==> src/rtl/rf_pkg.sv <==
`default_nettype none
// ============================================================================
//  Module   : rf_pkg
//  Purpose  : Shared definitions for the reg_file_sb register file:
//             - init/run FSM state encoding
//             - default widths
//             - generic sign-extension helper used by the immediate unit
//  Ports    : none (package)
//  Revision : 1.0  initial release
// ============================================================================
package rf_pkg;

  // Init sequencer states.
  typedef enum logic {
    RF_INIT = 1'b0,
    RF_RUN  = 1'b1
  } rf_state_e;

  // Default widths.
  localparam int unsigned RF_DATA_W      = 8;
  localparam int unsigned RF_NUM_REGS    = 8;
  localparam int unsigned RF_ADDR_W      = 3;
  localparam int unsigned RF_IMM_W       = 6;
  localparam int unsigned RF_IMM_SHORT_W = 3;

  // Sign-extend the low `width` bits of val to 64 bits. Bits above the field
  // are replaced by copies of bit width-1, so callers may pass a wider raw
  // value and select a shorter field purely through `width` (1..64).
  function automatic logic [63:0] sign_extend(input logic [63:0]   val,
                                              input int unsigned   width);
    logic [63:0] mask;
    logic [5:0]  sign_bit;
    mask     = ~64'd0 << width;
    sign_bit = 6'(width - 1);
    return val[sign_bit] ? (val | mask) : (val & ~mask);
  endfunction

endpackage : rf_pkg
`default_nettype wire

==> src/rtl/rf_scoreboard.sv <==
`default_nettype none
// ============================================================================
//  Module   : rf_scoreboard
//  Purpose  : Per-register busy bits tracking in-flight writes, used by decode
//             to detect RAW hazards.
//  Ports    : Clk, Reset (sync, active-low)
//             Enable          - high once the register file is initialised
//             RegWrite/Write_Reg_Num   - writeback, clears the busy bit
//             Issue_Valid/Issue_Reg_Num - issue, sets the busy bit
//             Read_Reg_Num_A/B -> Busy_A/B lookups
//  Revision : 1.0  initial release
// ============================================================================
module rf_scoreboard
  import rf_pkg::*;
#(
  parameter int unsigned NUM_REGS    = RF_NUM_REGS,
  parameter int unsigned ADDR_W      = RF_ADDR_W,
  parameter bit          BYPASS_EN   = 1'b1,
  parameter bit          ZERO_REG_EN = 1'b0
) (
  input  logic              Clk,
  input  logic              Reset,
  input  logic              Enable,
  input  logic              RegWrite,
  input  logic [ADDR_W-1:0] Write_Reg_Num,
  input  logic              Issue_Valid,
  input  logic [ADDR_W-1:0] Issue_Reg_Num,
  input  logic [ADDR_W-1:0] Read_Reg_Num_A,
  input  logic [ADDR_W-1:0] Read_Reg_Num_B,
  output logic              Busy_A,
  output logic              Busy_B
);

  logic [NUM_REGS-1:0] busy_q;
  logic [NUM_REGS-1:0] busy_d;

  // Clear is applied before set so that a same-cycle issue to the register
  // being written back leaves it busy: the newer producer is still pending.
  always_comb begin
    busy_d = busy_q;
    if (Enable) begin
      if (RegWrite)    busy_d[Write_Reg_Num] = 1'b0;
      if (Issue_Valid) busy_d[Issue_Reg_Num] = 1'b1;
    end
    if (ZERO_REG_EN) busy_d[0] = 1'b0;
  end

  always_ff @(posedge Clk) begin
    if (!Reset) busy_q <= '0;
    else        busy_q <= busy_d;
  end

  // A writeback landing this cycle only resolves the hazard when the read
  // port can actually see it through the bypass.
  logic w_hit_a;
  logic w_hit_b;
  assign w_hit_a = BYPASS_EN && RegWrite && (Write_Reg_Num == Read_Reg_Num_A);
  assign w_hit_b = BYPASS_EN && RegWrite && (Write_Reg_Num == Read_Reg_Num_B);

  assign Busy_A = Enable && busy_q[Read_Reg_Num_A] && !w_hit_a;
  assign Busy_B = Enable && busy_q[Read_Reg_Num_B] && !w_hit_b;

endmodule : rf_scoreboard
`default_nettype wire

==> src/rtl/reg_file_sb.sv <==
`default_nettype none
// ============================================================================
//  Module   : reg_file_sb
//  Purpose  : Multi-read register file with write->read bypass, sequenced
//             reset initialisation (RegMem[i] = i), busy-bit scoreboard and
//             immediate sign-extension unit.
//  Ports    : Clk, Reset (sync, active-low)
//             Read_Reg_Num_A/B -> Read_Data_A/B, Busy_A/B (combinational)
//             RegWrite, Write_Reg_Num, Write_Data  - write port
//             Issue_Valid, Issue_Reg_Num           - scoreboard set
//             Immediate_Raw, ImmSel -> Imm_Data    - sign-extended immediate
//             Init_Done                            - low while initialising
//  Revision : 1.0  initial release
// ============================================================================
module reg_file_sb
  import rf_pkg::*;
#(
  parameter int unsigned DATA_W      = RF_DATA_W,
  parameter int unsigned NUM_REGS    = RF_NUM_REGS,
  parameter int unsigned ADDR_W      = RF_ADDR_W,
  parameter int unsigned IMM_W       = RF_IMM_W,
  parameter int unsigned IMM_SHORT_W = RF_IMM_SHORT_W,
  parameter bit          BYPASS_EN   = 1'b1,
  parameter bit          ZERO_REG_EN = 1'b0
) (
  input  logic              Clk,
  input  logic              Reset,
  input  logic [ADDR_W-1:0] Read_Reg_Num_A,
  input  logic [ADDR_W-1:0] Read_Reg_Num_B,
  output logic [DATA_W-1:0] Read_Data_A,
  output logic [DATA_W-1:0] Read_Data_B,
  output logic              Busy_A,
  output logic              Busy_B,
  input  logic              RegWrite,
  input  logic [ADDR_W-1:0] Write_Reg_Num,
  input  logic [DATA_W-1:0] Write_Data,
  input  logic              Issue_Valid,
  input  logic [ADDR_W-1:0] Issue_Reg_Num,
  input  logic [IMM_W-1:0]  Immediate_Raw,
  input  logic              ImmSel,
  output logic [DATA_W-1:0] Imm_Data,
  output logic              Init_Done
);

  rf_state_e         state_q;
  logic [ADDR_W-1:0] init_idx_q;
  logic              init_done_q;
  logic [DATA_W-1:0] mem_q [NUM_REGS];

  logic w_run;
  logic w_wr_en;

  assign w_run   = (state_q == RF_RUN);
  // Writes to register 0 vanish when it is hard-wired to zero.
  assign w_wr_en = RegWrite && !(ZERO_REG_EN && (Write_Reg_Num == '0));

  // --------------------------------------------------------------------------
  // Init sequencer and array write port. Holding Reset low parks the FSM at
  // index 0; every release replays the full RegMem[i] = i sequence.
  // --------------------------------------------------------------------------
  always_ff @(posedge Clk) begin
    if (!Reset) begin
      state_q     <= RF_INIT;
      init_idx_q  <= '0;
      init_done_q <= 1'b0;
    end else begin
      case (state_q)
        RF_INIT: begin
          mem_q[init_idx_q] <= DATA_W'(init_idx_q);
          init_idx_q        <= init_idx_q + ADDR_W'(1);
          if (init_idx_q == ADDR_W'(NUM_REGS - 1)) begin
            state_q     <= RF_RUN;
            init_done_q <= 1'b1;
          end
        end
        RF_RUN: begin
          if (w_wr_en) mem_q[Write_Reg_Num] <= Write_Data;
        end
      endcase
    end
  end

  assign Init_Done = init_done_q;

  // --------------------------------------------------------------------------
  // Read ports. Priority: initialising -> 0, hard-wired zero reg -> 0,
  // same-cycle writeback (bypass) -> Write_Data, else array contents.
  // --------------------------------------------------------------------------
  always_comb begin
    Read_Data_A = mem_q[Read_Reg_Num_A];
    if (!w_run)
      Read_Data_A = '0;
    else if (ZERO_REG_EN && (Read_Reg_Num_A == '0))
      Read_Data_A = '0;
    else if (BYPASS_EN && RegWrite && (Write_Reg_Num == Read_Reg_Num_A))
      Read_Data_A = Write_Data;
  end

  always_comb begin
    Read_Data_B = mem_q[Read_Reg_Num_B];
    if (!w_run)
      Read_Data_B = '0;
    else if (ZERO_REG_EN && (Read_Reg_Num_B == '0))
      Read_Data_B = '0;
    else if (BYPASS_EN && RegWrite && (Write_Reg_Num == Read_Reg_Num_B))
      Read_Data_B = Write_Data;
  end

  // --------------------------------------------------------------------------
  // Scoreboard. Init_Done gates it so that issues/writebacks during the
  // initialisation sequence are ignored and Busy_A/B read 0.
  // --------------------------------------------------------------------------
  rf_scoreboard #(
    .NUM_REGS    (NUM_REGS),
    .ADDR_W      (ADDR_W),
    .BYPASS_EN   (BYPASS_EN),
    .ZERO_REG_EN (ZERO_REG_EN)
  ) u_scoreboard (
    .Clk            (Clk),
    .Reset          (Reset),
    .Enable         (init_done_q),
    .RegWrite       (RegWrite),
    .Write_Reg_Num  (Write_Reg_Num),
    .Issue_Valid    (Issue_Valid),
    .Issue_Reg_Num  (Issue_Reg_Num),
    .Read_Reg_Num_A (Read_Reg_Num_A),
    .Read_Reg_Num_B (Read_Reg_Num_B),
    .Busy_A         (Busy_A),
    .Busy_B         (Busy_B)
  );

  // --------------------------------------------------------------------------
  // Immediate unit: the full raw field is handed over; the selected width
  // decides which bit acts as the sign and everything above it is replaced.
  // --------------------------------------------------------------------------
  logic [63:0] w_imm_ext;
  assign w_imm_ext = sign_extend(64'(Immediate_Raw), ImmSel ? IMM_W : IMM_SHORT_W);
  assign Imm_Data  = w_imm_ext[DATA_W-1:0];

endmodule : reg_file_sb
`default_nettype wire

==> config.mk <==
export PLATFORM = sky130hd
export DESIGN_NAME = reg_file_sb
export DESIGN_NICKNAME = d
export VERILOG_FILES = /design/src/rtl/rf_pkg.sv /design/src/rtl/rf_scoreboard.sv /design/src/rtl/reg_file_sb.sv
export SDC_FILE = /design/constraint.sdc
export NUM_CORES = 1
export LEC_CHECK = 0
export CAP_MARGIN = 20
export CORE_UTILIZATION = 45
export CTS_CLUSTER_DIAMETER = 50
export DETAILED_ROUTE_END_ITERATION = 6
export PLACE_DENSITY = 0.77
export SLEW_MARGIN = 10
export SYNTH_ARGS = -nofsm -noshare
export SYNTH_HDL_FRONTEND = slang
export SYNTH_SLANG_ARGS = --single-unit
==> constraint.sdc <==
create_clock -name Clk -period 4.34 [get_ports Clk]
set_input_delay 0.434 -clock Clk [delete_from_list [all_inputs] [get_ports Clk]]
set_output_delay 0.434 -clock Clk [all_outputs]
set_load 0.01 [all_outputs]
Word-level counts from Yosys, hierarchy flattened
Memory sizes are Yosys's and may differ from the RTL's.
Cells that the tools add are included.

storage, ports and cells
  bits in registers = 13
  memory bits (writable) = 64
  bits of input ports = 31
  output and inout port bits = 27
  memories = 1

cells by class
  add/subtract/negate cells = 2
  magnitude comparators = 7
  equal/unequal tests = 3
  shifts and indexed selects = 1
  muxes and demuxes = 31
  bitwise logic cells = 7
  reductions and logical operators = 12

memories
  name   depth  bits a word  rd ports  clocked after Yosys merged registers in  write ports  line               text
  mem_q  8      8            2         0                                        1            reg_file_sb.sv:48  logic [DATA_W-1:0] mem_q [NUM_REGS];

operators by type and width
  kind                                                                    number
  8-bit two-way mux                                                       9
  64-bit by 3-bit << shifter with 8-bit output (first input constant)     1
  3-bit by 4-bit < comparator with 1-bit output (second input constant)   4
  8-bit NOT                                                               2
  1-bit two-way mux                                                       15
  6-bit by 8-bit AND with 8-bit output                                    1
  8-bit AND                                                               1
  1-bit logical AND                                                       8
  6-bit by 8-bit OR with 8-bit output                                     1
  8-bit OR                                                                1
  8-bit OR reduction                                                      1
  6-bit by 7-bit < comparator with 1-bit output (second input constant)   1
  1-bit binary-select mux with 3-bit select                               2
  1-bit binary-select mux with 6-bit select                               1
  1-bit demux with 3-bit select                                           2
  3-bit == test                                                           2
  3-bit by 1-bit >= comparator with 1-bit output (second input constant)  2
  3-bit two-way mux                                                       2
  3-bit by 1-bit subtractor with 4-bit output (second input constant)     1
  3-bit by 1-bit adder with 3-bit output (second input constant)          1
  3-bit == test (second input constant)                                   1
  1-bit logical NOT                                                       2
  2-bit AND reduction                                                     1
  1-bit NOT                                                               1

Longest topological paths before layout
  word-level depth = 10
  mapped depth = 7

Hierarchy
From an unflattened synthesis, not the netlist that was laid out.

second synthesis, totals
  cells, all modules = 343
  area total of the unflattened synthesis = 4227.8 um^2

modules (own cells, without submodules)
  module         instances  cells an instance  area an instance (um^2)
  reg_file_sb    1          268                3607.2
  rf_scoreboard  1          75                 620.6

Worst setup path after synthesis
OpenSTA, ideal clock, no wires.

  path type = input port to flip-flop
  start point = input Reset
  end point = memory mem_q[4][0] in the netlist's numbering (enable)
  library setup time = 383 ps
  arrival time = 1736 ps
  data required time = 3957 ps
  slack = 2221 ps
  stages = 4
  buffers on the path = 1
  path through = and3_1 > buf_6 > mux2_4 > nor3_1

on the way
  word-level cells in the longest chain between the ends = 4

ends and longest elaborated chain
  element                                                                         line               text
  from (decl)                                                                     reg_file_sb.sv:27  input logic Reset,
  1-bit two-way mux                                                               reg_file_sb.sv:62  if (!Reset) begin
  1-bit two-way mux (not written as such)                                         reg_file_sb.sv:77  if (w_wr_en) mem_q[Write_Reg_Num] <= Write_Data;
  8-bit OR reduction (no source line)                                             n/a
  3-bit two-way mux (no source line) / 1-bit two-way mux (equally long branches)  n/a
  to (decl)                                                                       reg_file_sb.sv:48

Several ways; a longest one is shown, not always the timed one.

Worst setup path after layout
  start point = input Read_Reg_Num_B[1]
  end point = output Read_Data_B[7]

on the way
  word-level cells in the longest chain between the ends = 4

ends and longest elaborated chain
  element                                                        line                text
  from (decl)                                                    reg_file_sb.sv:29   input logic [ADDR_W-1:0] Read_Reg_Num_B,
  branches (longest 2 deep; another with memory read 8 x 8 bit)  n/a
  8-bit two-way mux (*)                                          reg_file_sb.sv:105  else if (BYPASS_EN && RegWrite && (Write_Reg_Num == Read_Reg_Num_B))
  8-bit two-way mux (*)                                          reg_file_sb.sv:101  if (!w_run)
  to (decl)                                                      reg_file_sb.sv:31   output logic [DATA_W-1:0] Read_Data_B,

Every way passes the cells marked *.

==> summary.txt <==
Die
  • # rows: 34
  • Core Region: between 8000 and 9000 µm²
  • Io pins: 58
  • Die area: 9600 µm²
  • Die width: 98.0 µm
  • Initial Util: between 40% and 50%
  • Die Y: ~98 µm

Timing
  • RSZ-0062 raised after global routing: false
  • Final setup fails: 0
  • Max-slew violations: 0
  • Rel. slew slack: 46.2%
  • Setup TNS: 0 ns
  • Clock skew: about 0.0039 ns
  • Slew at the pin with the worst max-slew slack: roughly 0.81 ns
  • Final hold viol count: 0
  • Max Clk Rate: 281 MHz
  • Tcrit/Tclk final: approximately 80%
  • Final min period: around 3.6 ns
  • PnR worst setup slack: approximately 0.8 ns

Worst setup path
  • Reg2reg start: state_q$_SDFF_PN0_
  • R2r endpoint: mem_q[7][1]$_DFFE_PP_
  • Worst setup EP type: output pin
  • Worst Setup Start Kind: input port
  • Critical Path Slowest Stage Cell: clkdlybuf4s50_1
  • Critical path peak fanout: 8
  • R2R setup slack: between 1 and 1.5 ns
  • Crit-path cells: clkdlybuf4s50_1, buf_4, or2_0, o22ai_1, a21oi_1, a21oi_1, clkdlybuf4s50_1
  • R2R cell count: 5
  • WP data arrival: roughly 3.1 ns
  • Worst EP required: approximately 3.9 ns
  • Crit Path Class: in2out
  • Crit-path max cell delay: around 0.7 ns

Global route
  • Gr ovfl total: 0
  • First-pass GRT wire length: ~16000 µm
  • GRT Total Usage: around 22%
  • Largest net degree at the start of global routing: 27
  • Number of global-route vias before repair: just under 3000
  • Antenna violations before repair: 0

Power and ir drop
  • Sw Ratio: between 20% and 30%
  • PD cells: 313 nW/µm²
  • Worst VDD drop: around 0.17 mV
  • Int Pwr: 0.00117 W
  • Sequential Power Share: roughly 54%
  • Combinational fraction of design power: between 10% and 20%
  • Lkg Pwr: 1.71 nW
  • Sw power: roughly 0.00037 W
  • Clk network pwr share: between 30% and 40%
  • Design Power: around 0.0015 W

Synth
  • YS warnings: 0
  • Post-synthesis cell area: between 4000 and 5000 µm²
  • Syn nets: ~350
  • Cell taking the most area after synthesis: edfxtp_1
  • Yosys reg bits: 77
  • Asr flop ratio synth: 0%
  • Mapped Cells: 320
  • Post-synth EDFFs: 64
  • Yosys top cell area share: approximately 46%
  • Ranking of synthesized cells by area: edfxtp_1 (46%), mux4_2 (11%), mux2i_1 (8.7%)
  • Most common cell in the netlist: edfxtp_1
  • Synthesized area per cell: 13.0 µm²
  • Leading post-synthesis cells by instance count: edfxtp_1 (64), mux2i_1 (36), a21oi_1 (30)
  • Dominant synthesized flop cell: edfxtp_1
  • Synth cell types: 32
  • Sequential share of the synthesized area: between 50% and 60%

CTS
  • Clock Path Buffers: 2
  • Clock buffer count from CTS: 9
  • Post_cts resized: 0
  • Root Driver: clkbuf_8
  • CTS tree: yes
  • Post-CTS setup buffer count: 0
  • Later-pin clock latency in the skew report: 0.34 ns
  • Worst-path clk slew: around 0.08 ns
  • H-tree Lvls: 3
  • Clock sinks: between 70 and 80
  • Hold-fix buffers, CTS: 0

Outcome
  • Status: finished with violations
  • Failing checks: DRC

Layout
  • Area of the multi-input gates: ~1800 µm²
  • Fin util: between 50% and 60%
  • Nets: 405
  • Layout cells sized above 1: around 14%
  • Ant. Diodes: 0
  • Register area: roughly 2200 µm²
  • Final instance area: approximately 5000 µm²
  • Area delta synth->final: 18.6%
  • # fillers: between 700 and 800

Placement
  • Number of buffers added on ports: between 50 and 60
  • Area after DPL: between 4000 and 5000 µm²
  • Gp weighted congestion: ~0.83
  • Half-perimeter wire length after placement: between 7000 and 8000 µm
  • Pre-CTS WS: 0.876 ns

Worst hold path
  • Hold Path Sink: u_scoreboard.busy_q[0]$_SDFFE_PN0P_
  • HP Start: u_scoreboard.busy_q[0]$_SDFFE_PN0P_
  • Hold WC Path Type: reg2reg
  • Hold depth: 2

Route
  • Total number of vias: around 3000
  • DRT Wirelength: 10100 µm
  • Wire length per cell: between 20 and 25 µm
  • First-pass DRT Iterations: 7
  • Antenna-violating nets left: 0
  • Vias per cell: about 6.1
  • DRC viols: 7
  • Initial detailed-routing violation count: roughly 210

Run
  • Max Cap Viol: 0
==> state kept, by name, indices dropped and copies added, names as in the netlist <==
register and count:
init_idx_q 3, Init_Done 1, mem_q 64, u_scoreboard.busy_q 8, state_q 1
==> how the worst max path moves through the flow <==
| stage | startpoint | end | slack [ns] |
|---|---|---|---|
| floorplan | Reset | mem_q[4][0]$_DFFE_PP_ | 2.22 |
| global route | Read_Reg_Num_B[1] | Read_Data_B[7] | 0.78 |
| CTS | Read_Reg_Num_B[1] | Read_Data_B[1] | 0.87 |
| finish | Read_Reg_Num_B[1] | Read_Data_B[7] | 0.78 |
| detailed placement | Read_Reg_Num_B[1] | Read_Data_B[1] | 0.88 |
| global placement | Read_Reg_Num_B[1] | Read_Data_B[1] | 0.89 |
==> power by group through the flow <==
stage | Sequential [W] | Clock [W] | Combinational, W
after floorplan | 0.000842 | 0 | 0.000125
after global placement | 0.000844 | 0 | 0.000188
after detailed placement | 0.000846 | 0 | 0.000192
after CTS | 0.000829 | 0.000520 | 0.000193
after global routing | 0.000831 | 0.000554 | 0.000208
final | 0.000829 | 0.000519 | 0.000193
==> kinds of logic (layout without fill, tap and decap cells) <==
family                   after synthesis  in the layout  synth area share (%)
AND/OR/NAND/NOR                       65             65                  7.79
flip-flops                            77             77                  52.6
multiplexers                          62             62                  22.0
AO/OA/AOI/OAI                         80             80                  10.9
adder cells (fa/ha/maj)                2              2                 0.604
buffers and inverters                 28             85                  4.83
XOR/XNOR                               6              6                  1.27
==> per-layer routing <==
layer	wire, µm	track usage (%)	vias to the layer above
met5	0	0	-
met4	125	8.04	0
met3	929	3.87	13
met2	4960	35.9	155
met1	4060	30.0	1454
li1	-	-	1339
==> cell usage in the layout (no fill, tap or decap), drive strengths merged <==
cell,synthesis,final
nor2,10,10
a21oi,30,30
edfxtp,64,64
nand3b,1,1
nand2b,9,9
o21ai,23,23
nand3,4,4
inv,1,1
mux2i,36,36
dfxtp,13,13
o21a,2,2
clkinv,0,3
mux4,22,22
nand2,21,21
nor3,2,2
a21boi,9,9
bufinv,0,1
and2,6,6
or2,2,2
clkdlybuf4s50,0,53
o22ai,14,14
nor2b,5,5
o31ai,2,2
xnor2,6,6
mux2,4,4
clkbuf,4,9
clkinvlp,0,3
nand4,2,2
ha,2,2
and3,3,3
buf,23,15
==> area by class of cell <==
type / instances / share of cell area [%]
repair buffers: 68 / 13.1
clock inverters: 7 / 1.35
flip-flops and latches: 77 / 44.4
inverters: 1 / 0.0763
clock buffers: 9 / 2.52
well taps: 108 / 2.75
multi-input cells: 215 / 35.9
==> critical path, delay by kind of cell <==
| family | cells | cell delay (ns) |
|---|---|---|
| AND/OR/NAND/NOR | 1 | 0.43 |
| buffers and inverters | 3 | 1.62 |
| AO/OA/AOI/OAI | 3 | 0.63 |
==> metrics by stage <==
| step | hold slack, ns | std cells |
|---|---|---|
| after global placement | 0.470 | 469 |
| after CTS | 0.491 | 485 |
| final | 0.499 | 485 |
| after detailed placement | 0.475 | 469 |
| after global routing | 0.514 | 485 |
| after floorplan | 0.454 | 320 |
No activity file was read; power rests on OpenSTA's default activity.
